==> src/rtl/cordic.sv <==
// Iterative rotation-mode CORDIC: one micro-rotation per enabled clock, iteration index driven externally.
// Define CORDIC_GAIN_COMP_EN to scale the outputs by 1/K through a shift-add constant multiply.
module cordic #(
  parameter int FIXED_POINT = 14
) (
  input  logic                   clk,
  input  logic                   rst,
  input  logic [16:0]            theta_rad,
  input  logic [FIXED_POINT-1:0] data_in_x,
  input  logic [FIXED_POINT-1:0] data_in_y,
  input  logic                   enable_in,
  input  logic                   load_data,
  input  logic [3:0]             Shift_value,
  output logic [FIXED_POINT-1:0] data_out_x,
  output logic [FIXED_POINT-1:0] data_out_y
);

  localparam int ZW = 17;

  // atan(2^-i) in Q2.15, rounded to nearest
  function automatic logic [ZW-1:0] atan_lut(input logic [3:0] idx);
    logic [ZW-1:0] a;
    case (idx)
      4'd0:    a = 17'd25736;
      4'd1:    a = 17'd15193;
      4'd2:    a = 17'd8027;
      4'd3:    a = 17'd4075;
      4'd4:    a = 17'd2045;
      4'd5:    a = 17'd1024;
      4'd6:    a = 17'd512;
      4'd7:    a = 17'd256;
      4'd8:    a = 17'd128;
      4'd9:    a = 17'd64;
      4'd10:   a = 17'd32;
      4'd11:   a = 17'd16;
      4'd12:   a = 17'd8;
      4'd13:   a = 17'd4;
      4'd14:   a = 17'd2;
      default: a = 17'd1;
    endcase
    return a;
  endfunction

  logic signed [FIXED_POINT-1:0] x_q, y_q;
  logic signed [FIXED_POINT-1:0] x_sh, y_sh;
  logic signed [FIXED_POINT-1:0] x_nx, y_nx;
  logic signed [ZW-1:0]          z_q, z_nx, atan_i;

  always_comb begin
    x_sh   = x_q >>> Shift_value;
    y_sh   = y_q >>> Shift_value;
    atan_i = signed'(atan_lut(Shift_value));
    x_nx   = x_q;
    y_nx   = y_q;
    z_nx   = z_q;
    if (z_q[ZW-1]) begin
      x_nx = x_q + y_sh;
      y_nx = y_q - x_sh;
      z_nx = z_q + atan_i;
    end else begin
      x_nx = x_q - y_sh;
      y_nx = y_q + x_sh;
      z_nx = z_q - atan_i;
    end
  end

  always_ff @(posedge clk or posedge rst) begin
    if (rst) begin
      x_q <= '0;
      y_q <= '0;
      z_q <= '0;
    end else if (enable_in) begin
      if (!load_data) begin
        x_q <= data_in_x;
        y_q <= data_in_y;
        z_q <= theta_rad;
      end else begin
        x_q <= x_nx;
        y_q <= y_nx;
        z_q <= z_nx;
      end
    end
  end

`ifdef CORDIC_GAIN_COMP_EN
  // 1/K = 0.607253 in Q0.16
  localparam logic [15:0] INV_K = 16'd39797;

  // Sign-extend, sum shifted copies for each set bit of INV_K, then drop the 16 fraction bits.
  function automatic logic [FIXED_POINT-1:0] gain_comp(input logic signed [FIXED_POINT-1:0] v);
    logic signed [FIXED_POINT+16:0] ext;
    logic signed [FIXED_POINT+16:0] acc;
    ext = {{17{v[FIXED_POINT-1]}}, v};
    acc = '0;
    for (int unsigned b = 0; b < 16; b++) begin
      if (INV_K[b]) acc = acc + (ext <<< b);
    end
    return FIXED_POINT'(acc >>> 16);
  endfunction

  always_comb begin
    data_out_x = gain_comp(x_q);
    data_out_y = gain_comp(y_q);
  end
`else
  always_comb begin
    data_out_x = x_q;
    data_out_y = y_q;
  end
`endif

endmodule

==> config.mk <==
export PLATFORM = sky130hd
export DESIGN_NAME = cordic
export DESIGN_NICKNAME = d
export VERILOG_FILES = /design/src/rtl/cordic.sv
export SDC_FILE = /design/constraint.sdc
export NUM_CORES = 1
export LEC_CHECK = 0
export BUFFER_PORTS_ARGS = -buffer_cell sky130_fd_sc_hd__buf_2
export CAP_MARGIN = 5
export CORE_AREA = 5 5 80 137
export DETAILED_ROUTE_END_ITERATION = 8
export DIE_AREA = 0 0 85 142
export PLACE_DENSITY = 0.86
export SYNTH_ARGS = -nofsm -noshare
export SYNTH_HDL_FRONTEND = slang
export SYNTH_SLANG_ARGS = --single-unit
==> constraint.sdc <==
create_clock -name clk -period 6.4 [get_ports clk]
set_input_delay 0.96 -clock clk [delete_from_list [all_inputs] [get_ports clk]]
set_output_delay 0.96 -clock clk [all_outputs]
set_load 0.005 [all_outputs]
After elaboration in Yosys (flattened, before gate mapping)
Memories as Yosys holds them, arrays and structs flattened.
Index checks and enable logic that the tools add are counted.
{"block": "totals", "ff_bits": 45, "romBits": 240, "in_bits": 53, "output_inout_bits": 28, "wordCells": 18, "n_memories": 1}
{"name": "(name not given)", "depth": 16, "word_bits": 15, "read_ports": 1, "rd_ports_with_merged_regs": 0, "write_ports": 0, "line": "23", "source": "case (idx)"}
{"block": "classes", "add_sub_neg": 6, "shifts": 2, "mux": 6}
{"cell": "14-bit two-way mux", "n": 4}
{"cell": "17-bit two-way mux", "n": 2}
{"cell": "14-bit adder", "n": 2}
{"cell": "14-bit by 4-bit >>> shifter with 14-bit output", "n": 2}
{"cell": "14-bit subtractor", "n": 2}
{"cell": "17-bit adder", "n": 1}
{"cell": "17-bit subtractor", "n": 1}

Depth between registers and ports, before layout
{"block": "logic_depth", "word_depth": 4, "depth_mapped": 22, "depth_no_buf": 20}

Worst setup path before layout
No wires, ideal clock.
{"block": "synth_path", "kind": "input -> register", "from": "input port Shift_value[1]", "to": "register z_q[14]", "setup_ns": 0.126, "t_arrival_ns": 4.702, "required_time_ns": 6.274, "slack_ns": 1.572, "path_stages": 21, "n_path_buf": 2, "path_cell_list": "buf_2 > buf_2 > inv_1 > ha_1 > nor2b_1 > a21o_1 > o21ai_0 > inv_1 > ha_1 > nor2_1 > a21oi_1 > fa_1 > a21o_1 > a21o_1 > a21oi_1 > o21ba_2 > nor2_1 > o211ai_1 > a21oi_1 > a31o_2 > a221o_1"}
{"block": "synth_via", "elab_chain_len": 4, "word_cells_on_any_way": 5, "cone_classes": "2 x add/sub; 2 x mux; 1 x memory"}
{"element": "start: declaration", "line": "13", "source": "input logic [3:0] Shift_value,"}
{"element": "memory 16 x 15 bit (*)"}
{"element": "17-bit subtractor / 17-bit adder (equally long branches)", "line": "63, 59"}
{"element": "17-bit two-way mux (*)", "line": "56", "source": "if (z_q[ZW-1]) begin"}
{"element": "17-bit two-way mux (*)", "line": "73", "source": "if (!load_data) begin"}
{"element": "end signal: assignment", "line": "76", "source": "z_q <= theta_rad;"}
{"element": "end signal: assignment", "line": "80", "source": "z_q <= z_nx;"}
{"element": "end: declaration", "line": "47", "source": "logic signed [ZW-1:0] z_q, z_nx, atan_i;"}
Every way passes the cells marked *; elsewhere a longest branch is shown, timed or not.
A chain may end at the register's enable or synchronous reset.

Worst setup path after layout
{"block": "layout_path", "from": "input port Shift_value[0]", "to": "register z_q[14]"}
Same word-level chain as after synthesis.

==> key figures <==
Die
  • DIE WIDTH: 85 um
  • Die ar.: about 12000 um^2
  • Core Region: 9730 um^2
  • Row Count: 48
  • Chip Height: 142 um
  • Initial cell density of the core: 0.627
  • IO Pins: 81

Routing
  • Pre-antenna DRT Iters: 5
  • Via/cell ratio: 6.52
  • DRC viols: 0
  • WL final: roughly 18000 um
  • DRT iter0 DRCs: between 400 and 500
  • Via count: approximately 5900
  • Per-cell routed wire length: about 19 um
  • ANT nets after route: 0

GRT
  • Pin count of the biggest net entering global routing: 76
  • First-pass GRT wire length: 29000 um
  • Total gr overflow: 0
  • Number of antenna violations at the first check in global routing: 0
  • Total track usage: 0.295
  • Vias in the first global route: 6111

Power
  • Maximum vdd drop: roughly 490 uV
  • Sequential power share: 0.168
  • Sw frac: 0.496
  • P_sw: 2.11 mW
  • LEAKAGE: between 3 and 4 nW
  • Clock power frac: 0.075
  • Internal Pwr Total: 2.15 mW
  • Pwr Density: 635 nW/um^2
  • Gate power share: 0.757

Synthesis
  • Sequential area share after synthesis: 0.185
  • Netlist Area Pre-Place: 6100 um^2
  • Syn. warnings: 0
  • #FFs+latches synth: 45
  • Mean area per synthesized cell: 8.37 um^2
  • Asr flop ratio synth: 1.00
  • Post-Syn Instances: 729
  • Distinct cells, synth: 66
  • EDFF count, synth: 0
  • Top FF cell, synth: dfrtp_1
  • Post-Syn Nets: about 840

Place
  • Hpwl dp: between 10000 and 15000 um
  • Placer congestion estimate: 0.977
  • IO buf count: 80

Critical path
  • Worst r2r path cells: 15
  • R2R Setup Slk: 1820 ps
  • Worst R2R Start: data_out_x[13]$_DFFE_PP0P_
  • Crit. End Element: flop
  • Terminus of the critical flop-to-flop path: data_out_y[12]$_DFFE_PP0P_
  • Critical path class: input port to flop
  • CP Max Fanout: 35
  • Startpoint Class: input port
  • CP required: between 6000 and 7000 ps
  • Crit path DAT: around 5800 ps

STA
  • Tightest Pin Transition: approximately 1100 ps
  • Slew Viols, Final: 0
  • Tmin final: 5580 ps
  • Slew Limit Headroom: 0.300
  • Setup repair after global routing missed its margin: false
  • Final Hold Fails: 0
  • Skew final: about 5.4 ps
  • Setup violators final: 0
  • Setup_tns: 0 ps
  • Fin crit share: 0.873
  • Max Clock Freq: around 180 MHz

Run status
  • Status: complete, no violations

Job
  • Max-Cap Viols: 0

CTS
  • CTS tree: done
  • CTS Sinks: 45
  • Post-CTS setup buffer count: 0
  • Bufs on Longest Clock Path: 2
  • Num CTS Buffers: 5
  • CTS Hold Bufs: 0
  • CTS root buf: clkbuf_16
  • Clock Latency Late Sink: 300 ps
  • Post-CTS Resized: 0
  • Reg clk slew, reported paths: 70 ps
  • H-Tree Depth: 2

Hold path
  • Hold EP: z_q[7]$_DFFE_PP0P_
  • Hold path cells: 1
  • Start point of the worst hold path: z_q[7]$_DFFE_PP0P_
  • Min-Delay Path Class: flop to flop

Finish
  • Commonest cells after routing, fill and taps aside: a21oi_1, nor2_1, buf_2, ha_1, dfrtp_1
  • Share of layout cells above drive strength 1: 0.174
  • Commonest non-fill, non-tap cell in the layout: a21oi_1
  • Nets@finish: 894
  • Synth-to-layout area growth: 9.89%
  • Ant. Diodes: 0
  • Post-layout util: 0.689
==> cell families (layout without fill, tap and decap cells) <==
group / after synthesis / after routing / share of synthesized area
xor gates and xnor gates: 72 / 72 / 0.103
muxes: 73 / 73 / 0.164
DFF: 45 / 45 / 0.185
and+or+nand+nor: 193 / 193 / 0.152
adders and majority gates: 59 / 59 / 0.125
buffers and inverters: 64 / 118 / 0.0422
AOI/OAI and AO/OA: 223 / 223 / 0.229
==> cells in the mapped netlist (4+ instances only) <==
cell      instances  share of area
a21oi_1          92          0.075
nor2_1           80          0.049
ha_1             56           0.11
dfrtp_1          45           0.18
xnor2_1          40          0.057
mux2i_1          38          0.062
nand2_1          33          0.020
o21ai_0          32          0.026
xor2_1           32          0.046
clkbuf_1         23          0.014
inv_1            22          0.014
mux4_2           20          0.074
a21o_1           18          0.022
nor2b_1          15          0.015
nand3_1          14          0.011
nor3_1           13          0.011
a31oi_1          12          0.012
mux2_2           11          0.020
a22oi_1          10          0.012
buf_1             9         0.0055
nand2b_1          8         0.0082
and3_1            7         0.0072
o21a_1            6         0.0074
o21bai_1          6         0.0074
buf_2             5         0.0041
o221ai_1          5         0.0072
a41oi_1           4         0.0057
or2_2             4         0.0041
or3_1             4         0.0041
==> critical path, cell delays in order <==
cell and delay [ps]:
buf_2 690, inv_1 300, ha_1 370, nor2b_1 180, a21o_1 180, o21ai_0 340, inv_1 130, ha_1 300
nor2_1 90, a21oi_1 80, fa_1 460, a21o_1 200, a21o_1 210, a21oi_1 170, o21ba_2 200, nor2_1 60
o211ai_1 240, a21oi_1 110, a31o_2 230, a221o_1 260
==> worst max path at each step <==
stage	start	end	slack (ps)	cells past startpoint
final	Shift_value[0]	z_q[14]$_DFFE_PP0P_	820	20
after global routing	Shift_value[0]	z_q[14]$_DFFE_PP0P_	460	20
after CTS	Shift_value[0]	z_q[14]$_DFFE_PP0P_	840	20
after detailed placement	Shift_value[0]	z_q[14]$_DFFE_PP0P_	550	20
after global placement	Shift_value[0]	z_q[14]$_DFFE_PP0P_	800	20
after floorplan	Shift_value[1]	z_q[14]$_DFFE_PP0P_	1570	21
==> sequential cells by signal, indices dropped and copies added, names as in the netlist <==
name / flops
z_q: 17
data_out_x: 14
data_out_y: 14
==> power groups by stage <==
stage                     Combinational, mW  Sequential (mW)  Clock (mW)
final                                  3.23            0.716       0.318
after global routing                   3.58            0.726       0.334
after CTS                              3.21            0.704       0.321
after detailed placement               3.18            0.707           0
after global placement                 3.06            0.698           0
after floorplan                        2.57            0.580           0
==> area by class of cell <==
type	count	area [um^2]
inverter	25	93.8
tap	125	156
sequential	45	1130
timing repair buffer	85	438
fill	827	3030
multi-input combinational	620	4720
clock buffer	7	143
clock inverter	1	30.0
==> per-stage QoR <==
stage	std cells	area (um^2)	hold WS (ps)	total power, mW	setup WS, ps
floorplan	729	6100	487	3.15	1570
global placement	900	6530	503	3.75	796
detailed placement	900	6530	531	3.89	547
CTS	908	6700	545	4.23	838
global route	908	6700	560	4.65	460
finish	908	6700	538	4.26	816
==> routing by layer <==
metal / share of wire / up-vias / global-route usage
li1: - / 2793 / -
met1: 0.35 / 2791 / 0.309
met2: 0.53 / 261 / 0.544
met3: 0.060 / 76 / 0.0359
met4: 0.063 / 0 / 0.188
met5: 0 / - / 0
(Power assumes the default switching activity.)
